## src/rtl/victim_pkg.sv

```systemverilog
// Shared widths and entry layout for the victim fill buffer.
// The lookup bypass is enabled with the VFB_BYPASS_EN macro.
package victim_pkg;

   localparam int TAG_W  = 44;
   localparam int IDX_W  = 6;
   localparam int DATA_W = 512;
   localparam int OFF_W  = 6;

   typedef logic [DATA_W-1:0] blk_t;

   typedef struct packed {
      logic [TAG_W-1:0] tag;
      logic [IDX_W-1:0] index;
      blk_t             data;
   } vfb_entry_t;

   // Byte 0 lives in bits [7:0]; offset counts bytes upward.
   function automatic logic [7:0] blk_byte(input blk_t blk, input logic [OFF_W-1:0] off);
      return blk[{off, 3'b000} +: 8];
   endfunction

endpackage

```

## src/rtl/vfb_match.sv

```systemverilog
// Lookup bypass for the victim fill buffer: compares a lookup against every
// live slot and returns one byte of the youngest matching entry.
// Only instantiated when VFB_BYPASS_EN is defined.
module vfb_match
   import victim_pkg::*;
#(
   parameter int DEPTH = 4
) (
   input  vfb_entry_t                   entries_i [DEPTH],
   input  logic [$clog2(DEPTH)-1:0]     rd_ptr_i,
   input  logic [$clog2(DEPTH):0]       count_i,
   input  logic [TAG_W-1:0]             lk_tag_i,
   input  logic [IDX_W-1:0]             lk_index_i,
   input  logic [OFF_W-1:0]             lk_offset_i,
   output logic                         hit_o,
   output logic [7:0]                   byte_o
);

   localparam int PW = $clog2(DEPTH);
   localparam int CW = PW + 1;

   logic [PW-1:0] slot;

   // Walk slots oldest to youngest so a later (younger) match overrides an older one.
   always_comb begin
      hit_o  = 1'b0;
      byte_o = 8'h00;
      slot   = '0;
      for (int k = 0; k < DEPTH; k++) begin
         slot = rd_ptr_i + PW'(k);
         if ((CW'(k) < count_i) &&
             (entries_i[slot].tag == lk_tag_i) &&
             (entries_i[slot].index == lk_index_i)) begin
            hit_o  = 1'b1;
            byte_o = blk_byte(entries_i[slot].data, lk_offset_i);
         end
      end
   end

endmodule

```

## src/rtl/victim_fill_buffer.sv

```systemverilog
// Eviction FIFO between the L1 dcache and the victim cache. Captures evicted
// blocks over valid/ready and drains one per cycle unless the victim cache
// holds its write port for a lookup.
// Optional feature: VFB_BYPASS_EN adds a combinational lookup into buffered entries.
module victim_fill_buffer
   import victim_pkg::*;
#(
   parameter int DEPTH = 4
) (
   input  logic                       clk,
   input  logic                       reset,
   input  logic                       evict_valid,
   output logic                       evict_ready,
   input  logic [TAG_W-1:0]           evict_tag,
   input  logic [IDX_W-1:0]           evict_index,
   input  logic [DATA_W-1:0]          evict_data,
   input  logic                       vc_hold,
   output logic                       vc_write_en,
   output logic [TAG_W-1:0]           vc_tag,
   output logic [IDX_W-1:0]           vc_index,
   output logic [DATA_W-1:0]          vc_data,
   input  logic                       flush,
   output logic [$clog2(DEPTH):0]     occupancy,
   input  logic [TAG_W-1:0]           lk_tag,
   input  logic [IDX_W-1:0]           lk_index,
   input  logic [OFF_W-1:0]           lk_offset,
   output logic                       lk_hit,
   output logic [7:0]                 lk_byte
);

   localparam int PW = $clog2(DEPTH);
   localparam int CW = PW + 1;

   logic [PW-1:0] wr_ptr_q, wr_ptr_d;
   logic [PW-1:0] rd_ptr_q, rd_ptr_d;
   logic [CW-1:0] count_q, count_d;
   logic          enq;
   logic          deq;
   vfb_entry_t    entry_arr [DEPTH];
   vfb_entry_t    head;

   // Ready is a pure function of fill level; held low while reset is asserted.
   assign evict_ready = !reset && (count_q != CW'(DEPTH));
   // A flush swallows any concurrent enqueue and suppresses the drain.
   assign enq         = evict_valid && evict_ready && !flush;
   assign vc_write_en = (count_q != '0) && !vc_hold && !flush;
   assign deq         = vc_write_en;
   assign occupancy   = count_q;

   // Per-slot storage; only the slot under the write pointer loads on enqueue.
   for (genvar gi = 0; gi < DEPTH; gi++) begin : g_slot
      vfb_entry_t slot_q;

      // Capture the evicted block into this slot.
      always_ff @(posedge clk or posedge reset) begin
         if (reset) begin
            slot_q <= '0;
         end else if (enq && (wr_ptr_q == PW'(gi))) begin
            slot_q <= '{tag: evict_tag, index: evict_index, data: evict_data};
         end
      end

      assign entry_arr[gi] = slot_q;
   end

   // Head entry is always visible to the victim cache write port.
   assign head     = entry_arr[rd_ptr_q];
   assign vc_tag   = head.tag;
   assign vc_index = head.index;
   assign vc_data  = head.data;

   // Next pointer and count; simultaneous enqueue and drain leaves count unchanged.
   always_comb begin
      wr_ptr_d = wr_ptr_q;
      rd_ptr_d = rd_ptr_q;
      count_d  = count_q;
      if (flush) begin
         wr_ptr_d = '0;
         rd_ptr_d = '0;
         count_d  = '0;
      end else begin
         if (enq) wr_ptr_d = wr_ptr_q + PW'(1);
         if (deq) rd_ptr_d = rd_ptr_q + PW'(1);
         if (enq && !deq) begin
            count_d = count_q + CW'(1);
         end else if (!enq && deq) begin
            count_d = count_q - CW'(1);
         end
      end
   end

   // Pointer and count registers.
   always_ff @(posedge clk or posedge reset) begin
      if (reset) begin
         wr_ptr_q <= '0;
         rd_ptr_q <= '0;
         count_q  <= '0;
      end else begin
         wr_ptr_q <= wr_ptr_d;
         rd_ptr_q <= rd_ptr_d;
         count_q  <= count_d;
      end
   end

`ifdef VFB_BYPASS_EN
   vfb_match #(
      .DEPTH (DEPTH)
   ) u_match (
      .entries_i   (entry_arr),
      .rd_ptr_i    (rd_ptr_q),
      .count_i     (count_q),
      .lk_tag_i    (lk_tag),
      .lk_index_i  (lk_index),
      .lk_offset_i (lk_offset),
      .hit_o       (lk_hit),
      .byte_o      (lk_byte)
   );
`else
   logic unused_lk;
   assign unused_lk = ^{lk_tag, lk_index, lk_offset};
   assign lk_hit    = 1'b0;
   assign lk_byte   = 8'h00;
`endif

endmodule

```

## config.mk

```make
export PLATFORM = sky130hd
export DESIGN_NAME = victim_fill_buffer
export DESIGN_NICKNAME = d
export VERILOG_FILES = /design/src/rtl/victim_pkg.sv /design/src/rtl/vfb_match.sv /design/src/rtl/victim_fill_buffer.sv
export SDC_FILE = /design/constraint.sdc
export NUM_CORES = 2
export LEC_CHECK = 0
export CORE_AREA = 2 2 461 463
export CTS_BUF_LIST = sky130_fd_sc_hd__clkbuf_8
export CTS_CLUSTER_SIZE = 40
export DETAILED_ROUTE_END_ITERATION = 10
export DIE_AREA = 0 0 463 465
export PLACE_DENSITY = 0.74
export SYNTH_ARGS = -nofsm -noshare
export SYNTH_HDL_FRONTEND = slang
export SYNTH_SLANG_ARGS = --single-unit
```

## constraint.sdc

```tcl
create_clock -name clk -period 139.9 [get_ports clk]
set_clock_uncertainty 0.15 [all_clocks]
set_input_delay 34.975 -clock clk [delete_from_list [all_inputs] [get_ports clk]]
set_output_delay 34.975 -clock clk [all_outputs]
set_load 0.01 [all_outputs]
```

==> run_results.csv <==
group,metric,value,unit
logic_synthesis,muxShareOfSynthArea,0.3933,
finish,nets,7340,
global_routing,use_met2,0.3571,
detailed_routing,drt-total-wl,254300,µm
clock_network,htreeDepth,5,
logic_synthesis,synthSimpleGateAreaFrac,0.001553,
timing,relSlewSlack,0.1719,
detailed_routing,wire_per_inst,25.77,µm
setup_path,critPathMaxStageDelay,0.82,ns
floorplanning,pin_count,1199,
detailed_routing,viasPerCell,5.524,
global_routing,gr-total-overflow,0,
clock_network,clk_latency,0.94,ns
logic_synthesis,yosysSeqAreaShare,0.5838,
pwr,ir_drop,0.00001618,V
setup_path,crit_chain,"clkdlybuf4s50_1, nor3_1, clkdlybuf4s50_1",
logic_synthesis,synth.avg_cell_area,17.59,µm²
setup_path,cp.buffers_inverters,2,
clock_network,max-clock-path-buffers,4,
setup_path,path_delay_family,"buffers and inverters",
timing,tightest_slew,1.242,ns
floorplanning,die-area,215300,µm²
min_path,hp-class,"reg2reg",
pwr,power_density,20.09,nW/µm²
logic_synthesis,synth_compound_area_frac,0.00009061,
global_routing,grt_max_degree,209,
clock_network,path_clk_slew,0.05,ns
placed_design,dpl.hpwl,167500,µm
setup_path,critPathArrivalTime,37.19,ns
detailed_routing,drtPass1Iterations,4,
setup_path,crit_top_cell,"clkdlybuf4s50_1",
timing,rsz0062_at_grt,"false",
job,drv_cap,0,
setup_path,timing.reg2reg.setup_slack,134.02,ns
logic_synthesis,synth_cells,5496,
timing,fin_tns_setup,0,ns
detailed_routing,vias,54500,
placed_design,gp_congestion,0.8138,
logic_synthesis,synth-adder-area-share,0.0007249,
clock_network,numClockSinks,2255,
clock_network,holdBufCountCts,0,
clock_network,cts_setup_buffers,0,
setup_path,cp-start-kind,"input port",
finish,multi_input_area,38340,µm²
floorplanning,die_h,465,µm
setup_path,worst_ep_required_time,104.78,ns
global_routing,grt_antenna_before_repair,128,
logic_synthesis,synth_top_family_by_area,"multiplexers",
finish,syn_to_final_growth,22.28,%
detailed_routing,ant_nets,0,
logic_synthesis,synth_xor_area_frac,0.0003624,
finish,seq_area,56440,µm²
detailed_routing,drcViolationCount,0,
timing,hold_violations,0,
finish,fillers,16380,
global_routing,grt.busiest_layer,"met2",
floorplanning,coreArea,210800,µm²
pwr,power,2.375,mW
global_routing,grt_pass1_wl,383900,µm
clock_network,cts_root_buf,"clkbuf_8",
global_routing,use_met3,0.1092,
placed_design,port_buffers,1133,
clock_network,cts_tree,"built",
clock_network,ctsResizeCount,0,
timing,min_period,72.32,ns
logic_synthesis,ys_ff_latch,2255,
floorplanning,start_util,0.4585,
timing,drv_slew,0,
setup_path,cp-end-kind,"output pin",
floorplanning,die_w,463,µm
detailed_routing,first_iter_violations,2926,
timing,hold_ws,0.3288,ns
finish,drive_gt1_frac,0.4658,
timing,finalCritPeriodShare,0.5169,
floorplanning,row_count,169,
timing,setup_viol,0,
setup_path,crit_fanout,12,
logic_synthesis,synth.distinct_cells,26,
global_routing,grt.total_usage,0.2356,
global_routing,grt_pass1_vias,59290,
setup_path,critical-path-slowest-cell,"clkdlybuf4s50_1",
setup_path,crit_type,"in2out",
timing,fmax,13.83,MHz
pwr,total_leakage_power,53.39,nW
logic_synthesis,synth_area,96660,µm²
status,status,"complete, no violations",
logic_synthesis,yosysWarnings,0,
clock_network,cts_buffers,390,
global_routing,groute.layer.met1.usage,0.2803,
layer usage:
| metal | share of wire | wire length [µm] |
|---|---|---|
| met1 | 0.38 | 96950 |
| met2 | 0.47 | 119600 |
| met3 | 0.10 | 25330 |
| met4 | 0.046 | 11730 |
| met5 | 0.0024 | 606 |
Yosys cell counts (all sizes together):
| master | number | area share |
|---|---|---|
| nand3 | 1 | 0.000052 |
| or3 | 1 | 0.000065 |
| nor2b | 2 | 0.00013 |
| conb | 1 | 0.000039 |
| clkbuf | 56 | 0.0022 |
| mux4 | 562 | 0.13 |
| nor2 | 11 | 0.00043 |
| o32ai | 1 | 0.000091 |
| xnor2 | 4 | 0.00036 |
| nor4b | 1 | 0.00025 |
| nor3 | 2 | 0.00010 |
| mux2i | 1 | 0.00010 |
| buf | 329 | 0.018 |
| and2 | 1 | 0.000065 |
| inv | 6 | 0.00023 |
| dfrtp | 2255 | 0.58 |
| ha | 4 | 0.00052 |
| mux2 | 2251 | 0.26 |
| nor3b | 3 | 0.00035 |
| nand2 | 3 | 0.00012 |
| fa | 1 | 0.00021 |
worst paths after layout:
kind                       cells past startpoint                        start                          end
min in group asynchronous                      2                        reset  entry_arr[1598]$_DFFE_PP0P_
min                                            1  entry_arr[1296]$_DFFE_PP0P_  entry_arr[1296]$_DFFE_PP0P_
max reg2reg                                    8     occupancy[1]$_DFFE_PP0P_  entry_arr[1801]$_DFFE_PP0P_
min reg2reg                                    1  entry_arr[1296]$_DFFE_PP0P_  entry_arr[1296]$_DFFE_PP0P_
max                                            3                        flush                  vc_write_en
max in group asynchronous                      9                        reset  entry_arr[1828]$_DFFE_PP0P_
cell families (layout without fill, tap and decap cells):
family                   count (synthesis)  count (layout)
buffers and inverters                  391            1873
XOR/XNOR                                 4               4
AND/OR/NAND/NOR                         25              25
flip-flops                            2255            2255
adder cells (fa/ha/maj)                  5               5
AO/OA/AOI/OAI                            1               1
multiplexers                          2814            2814
other                                    1              69
cell type report:
| cell class | count | area share |
|---|---|---|
| inverter | 6 | 0.0002541 |
| sequential | 2255 | 0.4775 |
| multi-input combinational | 2858 | 0.3244 |
| antenna | 60 | 0.001270 |
| tap | 2821 | 0.02986 |
| clock buffer | 499 | 0.05811 |
| timing repair buffer | 1201 | 0.1020 |
| clock inverter | 167 | 0.006669 |
per-stage QoR:
| step | util | cell area (µm²) | instances | setup WS, ns |
|---|---|---|---|---|
| after floorplan | - | 96690 | 5504 | 41.04 |
| after global placement | 0.5236 | 110400 | 9141 | 67.67 |
| after detailed placement | 0.5236 | 110400 | 9141 | 67.61 |
| after CTS | 0.5599 | 118000 | 9807 | 67.61 |
| after global routing | 0.5605 | 118200 | 9853 | 67.52 |
| final | 0.5606 | 118200 | 9867 | 67.58 |
placed cells by master, fill, tap and decap left out, types with 21 or more instances in the layout:
master / instances
buf_4: 52
clkbuf_8: 499
clkdlybuf4s50_1: 1133
clkinv_2: 21
dfrtp_1: 2253
diode_2: 60
inv_1: 134
mux2_1: 173
mux2_2: 2078
mux4_2: 562
worst register-to-register path, stage by stage (launching register included):
cell and delay [ns]:
dfrtp_1 0.44, nor3b_4 0.39, nor4b_4 0.14, nand2_4 0.56, buf_4 0.82, buf_4 0.89, buf_4 0.96, buf_4 0.95
mux2_2 0.50
sequential cells by signal, indices dropped and copies added, names as in the netlist:
name / count
entry_arr: 2248
occupancy: 3
rd_ptr_q: 2
wr_ptr_q: 2
power breakdown:
group / switching, mW / internal (mW)
registers: 0.0956 / 0.850
logic: 0.346 / 0.498
clock network: 0.264 / 0.321
total: 0.705 / 1.67
No activity file was read; power rests on OpenSTA's default activity.
